--- src/rtl/nucleo_pkg.sv ---
// ============================================================================
// Module      : nucleo_pkg
// Description : Shared state codes, opcodes and decode helpers for the
//               parameterised multicycle core.
// Revision    : 1.0 - initial release
// ============================================================================
`default_nettype none

package nucleo_pkg;

    localparam int c_tstep_w = 3;

    typedef enum logic [c_tstep_w-1:0] {
        S_IDLE   = 3'd0,
        S_FETCH  = 3'd1,
        S_DECODE = 3'd2,
        S_EXEC   = 3'd3,
        S_MEM    = 3'd4,
        S_WB     = 3'd5
    } state_t;

    localparam logic [3:0] c_op_mv   = 4'd0;
    localparam logic [3:0] c_op_mvi  = 4'd1;
    localparam logic [3:0] c_op_add  = 4'd2;
    localparam logic [3:0] c_op_sub  = 4'd3;
    localparam logic [3:0] c_op_and  = 4'd4;
    localparam logic [3:0] c_op_slt  = 4'd5;
    localparam logic [3:0] c_op_ld   = 4'd6;
    localparam logic [3:0] c_op_st   = 4'd7;
    localparam logic [3:0] c_op_mvnz = 4'd8;

    function automatic logic is_mem_op(input logic [3:0] op);
        return (op == c_op_mvi) || (op == c_op_ld) || (op == c_op_st);
    endfunction

    function automatic logic is_alu_op(input logic [3:0] op);
        return (op == c_op_add) || (op == c_op_sub) ||
               (op == c_op_and) || (op == c_op_slt);
    endfunction

    function automatic logic is_illegal_op(input logic [3:0] op);
        return op > c_op_mvnz;
    endfunction

    // mvnz only commits when the last ALU result was non-zero
    function automatic logic writes_rx(input logic [3:0] op, input logic z);
        logic w;
        case (op)
            c_op_mv, c_op_mvi, c_op_add, c_op_sub,
            c_op_and, c_op_slt, c_op_ld: w = 1'b1;
            c_op_mvnz:                   w = ~z;
            default:                     w = 1'b0;
        endcase
        return w;
    endfunction

endpackage

`default_nettype wire

--- src/rtl/banco_registradores_param.sv ---
// ============================================================================
// Module      : banco_registradores_param
// Description : NREG x DATA_W register file, two read ports, one write port,
//               top register doubles as PC with its own increment port.
// Revision    : 1.0 - initial release
// ============================================================================
`default_nettype none

module banco_registradores_param #(
    parameter int DATA_W = 16,
    parameter int REG_AW = 3
) (
    input  logic              clk,
    input  logic              rst,
    input  logic              we,
    input  logic [REG_AW-1:0] waddr,
    input  logic [DATA_W-1:0] wdata,
    input  logic [REG_AW-1:0] raddr_x,
    input  logic [REG_AW-1:0] raddr_y,
    input  logic              pc_inc,
    output logic [DATA_W-1:0] rdata_x,
    output logic [DATA_W-1:0] rdata_y,
    output logic [DATA_W-1:0] pc_q
);

    localparam int c_nreg = 2 ** REG_AW;

    logic [DATA_W-1:0] r_regs [c_nreg];

    // The write is issued after the increment so a PC write wins (jump)
    always_ff @(posedge clk) begin
        if (rst) begin
            for (int i = 0; i < c_nreg; i++) begin
                r_regs[i] <= '0;
            end
        end else begin
            if (pc_inc) begin
                r_regs[c_nreg-1] <= r_regs[c_nreg-1] + DATA_W'(1);
            end
            if (we) begin
                r_regs[waddr] <= wdata;
            end
        end
    end

    assign rdata_x = r_regs[raddr_x];
    assign rdata_y = r_regs[raddr_y];
    assign pc_q    = r_regs[c_nreg-1];

endmodule

`default_nettype wire

--- src/rtl/nucleo_multiciclo_param.sv ---
// ============================================================================
// Module      : nucleo_multiciclo_param
// Description : Parameterised multicycle core (FETCH/DECODE/EXEC/MEM/WB) with
//               a req/ack external memory port.
// Revision    : 1.0 - initial release
// ============================================================================
`default_nettype none

module nucleo_multiciclo_param
    import nucleo_pkg::*;
#(
    parameter int DATA_W = 16,
    parameter int REG_AW = 3,
    parameter int ADDR_W = 6
) (
    input  logic                 Clock,
    input  logic                 Reset,
    input  logic                 Run,
    output logic                 Done,
    output logic [c_tstep_w-1:0] Tstep,
    output logic [DATA_W-1:0]    BusWires,
    output logic                 mem_req,
    output logic                 mem_we,
    output logic [ADDR_W-1:0]    mem_addr,
    output logic [DATA_W-1:0]    mem_wdata,
    input  logic [DATA_W-1:0]    mem_rdata,
    input  logic                 mem_ack,
    output logic [DATA_W-1:0]    Rx_data,
    output logic [DATA_W-1:0]    Ry_data,
    output logic                 Illegal
);

    localparam int c_ir_w = 4 + 2 * REG_AW;

    state_t              r_state;
    state_t              w_next_state;
    logic [c_ir_w-1:0]   r_ir;
    logic [DATA_W-1:0]   r_a;
    logic [DATA_W-1:0]   r_g;
    logic                r_z;

    logic [3:0]          w_op;
    logic [REG_AW-1:0]   w_rx;
    logic [REG_AW-1:0]   w_ry;
    logic [DATA_W-1:0]   w_rdata_x;
    logic [DATA_W-1:0]   w_rdata_y;
    logic [DATA_W-1:0]   w_pc;
    logic [DATA_W-1:0]   w_alu;
    logic [DATA_W-1:0]   w_addr_full;
    logic                w_lt;
    logic                w_pc_inc;
    logic                w_rf_we;

    assign w_op = r_ir[c_ir_w-1:2*REG_AW];
    assign w_rx = r_ir[2*REG_AW-1:REG_AW];
    assign w_ry = r_ir[REG_AW-1:0];

    banco_registradores_param #(
        .DATA_W (DATA_W),
        .REG_AW (REG_AW)
    ) u_regs (
        .clk     (Clock),
        .rst     (Reset),
        .we      (w_rf_we),
        .waddr   (w_rx),
        .wdata   (r_g),
        .raddr_x (w_rx),
        .raddr_y (w_ry),
        .pc_inc  (w_pc_inc),
        .rdata_x (w_rdata_x),
        .rdata_y (w_rdata_y),
        .pc_q    (w_pc)
    );

    assign w_lt = $signed(r_a) < $signed(w_rdata_y);

    always_comb begin
        w_alu = '0;
        case (w_op)
            c_op_add:            w_alu = r_a + w_rdata_y;
            c_op_sub:            w_alu = r_a - w_rdata_y;
            c_op_and:            w_alu = r_a & w_rdata_y;
            c_op_slt:            w_alu = {{(DATA_W-1){1'b0}}, w_lt};
            c_op_mv, c_op_mvnz:  w_alu = w_rdata_y;
            default:             w_alu = '0;
        endcase
    end

    // ld/st address through Ry; fetch and mvi immediates come from PC
    assign w_addr_full = ((r_state == S_MEM) && (w_op != c_op_mvi)) ? w_rdata_y : w_pc;
    assign mem_addr    = w_addr_full[ADDR_W-1:0];
    assign mem_wdata   = w_rdata_x;

    always_comb begin
        w_next_state = r_state;
        mem_req      = 1'b0;
        mem_we       = 1'b0;
        Done         = 1'b0;
        Illegal      = 1'b0;
        w_pc_inc     = 1'b0;
        w_rf_we      = 1'b0;
        case (r_state)
            S_IDLE: begin
                if (Run) w_next_state = S_FETCH;
            end
            S_FETCH: begin
                mem_req = 1'b1;
                if (mem_ack) begin
                    w_pc_inc     = 1'b1;
                    w_next_state = S_DECODE;
                end
            end
            S_DECODE: w_next_state = S_EXEC;
            S_EXEC:   w_next_state = is_mem_op(w_op) ? S_MEM : S_WB;
            S_MEM: begin
                mem_req = 1'b1;
                mem_we  = (w_op == c_op_st);
                if (mem_ack) begin
                    w_pc_inc     = (w_op == c_op_mvi);
                    w_next_state = S_WB;
                end
            end
            S_WB: begin
                Done         = 1'b1;
                Illegal      = is_illegal_op(w_op);
                w_rf_we      = writes_rx(w_op, r_z);
                w_next_state = Run ? S_FETCH : S_IDLE;
            end
            default: w_next_state = S_IDLE;
        endcase
    end

    always_ff @(posedge Clock) begin
        if (Reset) begin
            r_state <= S_IDLE;
            r_ir    <= '0;
            r_a     <= '0;
            r_g     <= '0;
            r_z     <= 1'b0;
        end else begin
            r_state <= w_next_state;
            if ((r_state == S_FETCH) && mem_ack) r_ir <= mem_rdata[c_ir_w-1:0];
            if (r_state == S_DECODE) r_a <= w_rdata_x;
            if ((r_state == S_EXEC) && !is_mem_op(w_op)) r_g <= w_alu;
            if ((r_state == S_EXEC) && is_alu_op(w_op)) r_z <= (w_alu == '0);
            if ((r_state == S_MEM) && mem_ack && (w_op != c_op_st)) r_g <= mem_rdata;
        end
    end

    always_comb begin
        BusWires = '0;
        case (r_state)
            S_FETCH, S_MEM: BusWires = w_addr_full;
            S_DECODE:       BusWires = w_rdata_x;
            S_EXEC:         BusWires = w_alu;
            S_WB:           BusWires = r_g;
            default:        BusWires = '0;
        endcase
    end

    assign Tstep   = r_state;
    assign Rx_data = w_rdata_x;
    assign Ry_data = w_rdata_y;

endmodule

`default_nettype wire
--- config.mk ---
export PLATFORM = sky130hd
export DESIGN_NAME = nucleo_multiciclo_param
export DESIGN_NICKNAME = d
export VERILOG_FILES = /design/src/rtl/nucleo_pkg.sv /design/src/rtl/banco_registradores_param.sv /design/src/rtl/nucleo_multiciclo_param.sv
export SDC_FILE = /design/constraint.sdc
export NUM_CORES = 1
export LEC_CHECK = 0
export BUFFER_PORTS_ARGS = -buffer_cell sky130_fd_sc_hd__buf_2
export CORE_UTILIZATION = 49
export CTS_BUF_LIST = sky130_fd_sc_hd__clkbuf_8
export DETAILED_ROUTE_END_ITERATION = 10
export GPL_ROUTABILITY_DRIVEN = 0
export PLACE_DENSITY = 0.69
export SLEW_MARGIN = 40
export SYNTH_ARGS = -nofsm -noshare
export SYNTH_HDL_FRONTEND = slang
export SYNTH_HIERARCHICAL = 1
export SYNTH_SLANG_ARGS = --single-unit
export TNS_END_PERCENT = 50
--- constraint.sdc ---
create_clock -name Clock -period 5 [get_ports Clock]
set_input_delay 0.5 -clock Clock [delete_from_list [all_inputs] [get_ports Clock]]
set_output_delay 0.5 -clock Clock [all_outputs]
set_load 0.02 [all_outputs]
==> reports/metrics.cfg <==
[grt]
grt_pass1_wl_mm = 54.0
grt_start_max_net_pins = 61
first_global_vias = 9066
grt_usage = 0.294
overflow = 0
antenna_found_initial = 0

[setup_path]
slowest_stage = mux4_1
cpPeakStageDelay_ps = 560
worstSetupPathType = reg2out
cp.buffers_inverters = 4
cp.arrival_ps = 4520
crit_path_max_fanout = 7
reg2reg_depth = 15
critPathTopFamily = simple AND/OR/NAND/NOR gates
path_depth = 15
path_cells = buf_12, clkbuf_16, mux4_1, mux2_4, inv_1, ha_1, or3_4, nor2_1, nand3b_1, o221ai_2, mux2i_1, nand4_1, and2_4, nand4b_1, buf_4
end_kind = output pin
worstPathRequired_ps = 4500
cp-start-kind = register

[cells_and_area]
multi_input_area_sq_mm = 0.00683
final_common_cell = edfxtp_1
final_cell_mix = edfxtp_1 (128), nand2_1 (121), and2_1 (118)
seqCellArea_sq_mm = 0.00477
drive_above_1_share = 0.255
nets = 1235
area_delta_synth_final_pct = 13.2
fillers = 2056
n_antenna_cell = 0
fin_cells = 1511

[cts]
clk_pin_slew_ps = 100
numClockSinks = 174
cts_buffer_depth = 2
cts_inserted_buffers = 17
tritoncts = built
clk_latency_ps = 480
cts_hold_buf = 0
cts_root_buf = clkbuf_8
cts.htree.levels = 4

[synth]
syn-cell-area_sq_mm = 0.0119
synth_seq_cells = 174
ys_seq_area_frac = 0.400
synth.avg_cell_area_sq_um = 10.8
synth_cells = 1102
synthFlopType = edfxtp_1
ys_async_sr_fraction = 0
synth_edf_count = 128
yosysWarnings = 6
ys_types = 80
syn_nets = 1157

[power_and_ir_drop]
power_leakage_nw = 5.20
peakVddDrop_v = 0.000146
power_frac_seq = 0.484
combPwrFrac = 0.218
switching_share = 0.327
finalPower_w = 0.00343
p_sw_w = 0.00112
clkPwrFrac = 0.297
p_per_area_mw_per_mm2 = 254
intPower_w = 0.00231

[routing]
firstDrtPassIters = 6
avgViaCountPerCell = 6.48
drt_iter0_markers = 1334
antenna_left = 0
num_vias = 9788
routedWlPerCell_microns = 24.5
drc = 0
drt_wl_total_mm = 37.0

[floorplan]
ios = 97
rows = 56
core_sq_mm = 0.0237
fp.dieArea_sq_mm = 0.0249
die_h_microns = 158
fp.dieW_microns = 158
initial_core_util = 0.503

[place]
place_worst_setup_slack_ps = 384
place_inst = 1460
dp_hpwl_mm = 25.1
io_buffers = 96

[sta]
rsz0062_at_grt = true
period_share = 1.00
report.final.slew_viol_count = 0
setup_viol = 1
fmax_mhz = 199
whs_ps = 276
skew_ps = 16.5
setup_ws_ps = -19.5
worst_pin_slew_ps = 822
min_period_ps = 5020
hold_violations = 0
maxSlewHeadroom = 0.450

[hold_path]
hp-class = in2reg
whs_path_depth = 3

[run]
cap_violations = 0

[outcome]
status = finished with violations
violations = negative setup slack

[power groups by stage]
stage	Combinational (W)	Clock [W]	Sequential, W
after floorplan	0.000483	0	0.00166
after global placement	0.000665	0	0.00169
after detailed placement	0.000669	0	0.00169
after CTS	0.000678	0.00103	0.00166
after global routing	0.000788	0.00109	0.00167
final	0.000749	0.00102	0.00166
[metrics by stage]
step	area, sq um	utilization	setup TNS, ps
6_report	13500	0.569	-19.5
3_3_place_gp	12600	0.530	0
5_1_grt	13500	0.569	-111
3_5_place_dp	12600	0.530	0
2_1_floorplan	11900	-	0
4_1_cts	13000	0.549	0
[area by class of cell]
type	count	share of cell area
Clock inverter	14	0.0127
Tap cell	319	0.0296
Clock buffer	17	0.0174
Inverter	30	0.00873
Sequential cell	174	0.354
Timing Repair Buffer	148	0.0712
Multi-Input combinational cell	809	0.506
[routing by layer]
layer | vias up | part of all wire | routed length [microns] | track usage
met3 | 108 | 0.090 | 3330 | 0.0441
li1 | 4310 | - | - | -
met2 | 584 | 0.49 | 18100 | 0.490
met4 | 0 | 0.036 | 1320 | 0.112
met1 | 4786 | 0.39 | 14300 | 0.387
met5 | - | 0 | 0 | 0
[worst register-to-register path, cell delays in order, from the launching register on]
cell       delay (ps)
dfxtp_4           450
buf_12            130
clkbuf_16         140
mux4_1            560
mux2_4            320
inv_1              70
ha_1              240
or3_4             420
nor2_1            280
nand3b_1          140
o221ai_2          210
mux2i_1           220
nand4_1           170
buf_4             180
or4_1             410
o31ai_2           210
[state kept, by name (all words and copies together), names as in the netlist]
| register | count |
|---|---|
| r_a | 16 |
| r_ir | 10 |
| u_regs/r_regs | 128 |
| Tstep | 3 |
| r_z | 1 |
| r_g | 16 |
[kinds of logic after synthesis]
group | count (synthesis) | share of synthesized area
flops | 174 | 0.400
mux | 110 | 0.182
compound gates | 221 | 0.125
buf+inv | 119 | 0.0493
simple gates | 421 | 0.190
xor+xnor | 22 | 0.0162
fa+ha+maj | 35 | 0.0380
[path summary, 6_finish.rpt]
check	startpoint	endpoint	slack, ps
worst max-delay path	r_ir[0]$_SDFFE_PP0P_	BusWires[15]	-20
worst min-delay path	mem_rdata[2]	r_ir[2]$_SDFFE_PP0P_	280
worst max register to register	r_ir[0]$_SDFFE_PP0P_	r_z$_SDFFE_PP0P_	770
worst min register to register	r_a[9]$_SDFFE_PP0N_	r_a[9]$_SDFFE_PP0N_	490
[cell usage after synthesis (4+ instances only)]
cell | instances | area, sq um
nand2b_1 | 11 | 68.8
buf_2 | 6 | 30.0
a211oi_1 | 5 | 37.5
mux4_2 | 8 | 180
nand2_1 | 121 | 454
inv_1 | 30 | 113
o31ai_1 | 4 | 30.0
or2_2 | 10 | 62.6
a22oi_1 | 28 | 210
nor2b_1 | 14 | 87.6
a21oi_1 | 71 | 355
mux4_1 | 56 | 1470
ha_1 | 33 | 413
mux2_2 | 40 | 450
or3_1 | 8 | 50.1
clkbuf_2 | 4 | 20.0
dfxtp_1 | 46 | 921
nand3b_1 | 7 | 52.6
and2_1 | 119 | 744
nor2_1 | 53 | 199
nand4_1 | 10 | 62.6
mux2i_1 | 6 | 60.1
edfxtp_1 | 128 | 3840
and3_1 | 4 | 25.0
xnor2_1 | 11 | 96.3
nor3_1 | 11 | 55.1
a222oi_1 | 12 | 120
a21o_1 | 7 | 52.6
clkbuf_1 | 45 | 169
a31oi_1 | 5 | 31.3
buf_4 | 18 | 135
xor2_1 | 11 | 96.3
nand3_1 | 17 | 85.1
or3b_2 | 4 | 35.0
o221ai_1 | 5 | 43.8
buf_6 | 8 | 90.1
buf_1 | 8 | 30.0
o211ai_1 | 4 | 30.0
o21ai_0 | 33 | 165
a221oi_1 | 11 | 96.3
[repair_timing]
action,in CTS,in global routing
gates cloned,0,2
resized for setup,9,68
endpoints found under the setup margin,5,9
pin swaps,1,10
buffers inserted,1,17
No activity file was read; power rests on OpenSTA's default activity.
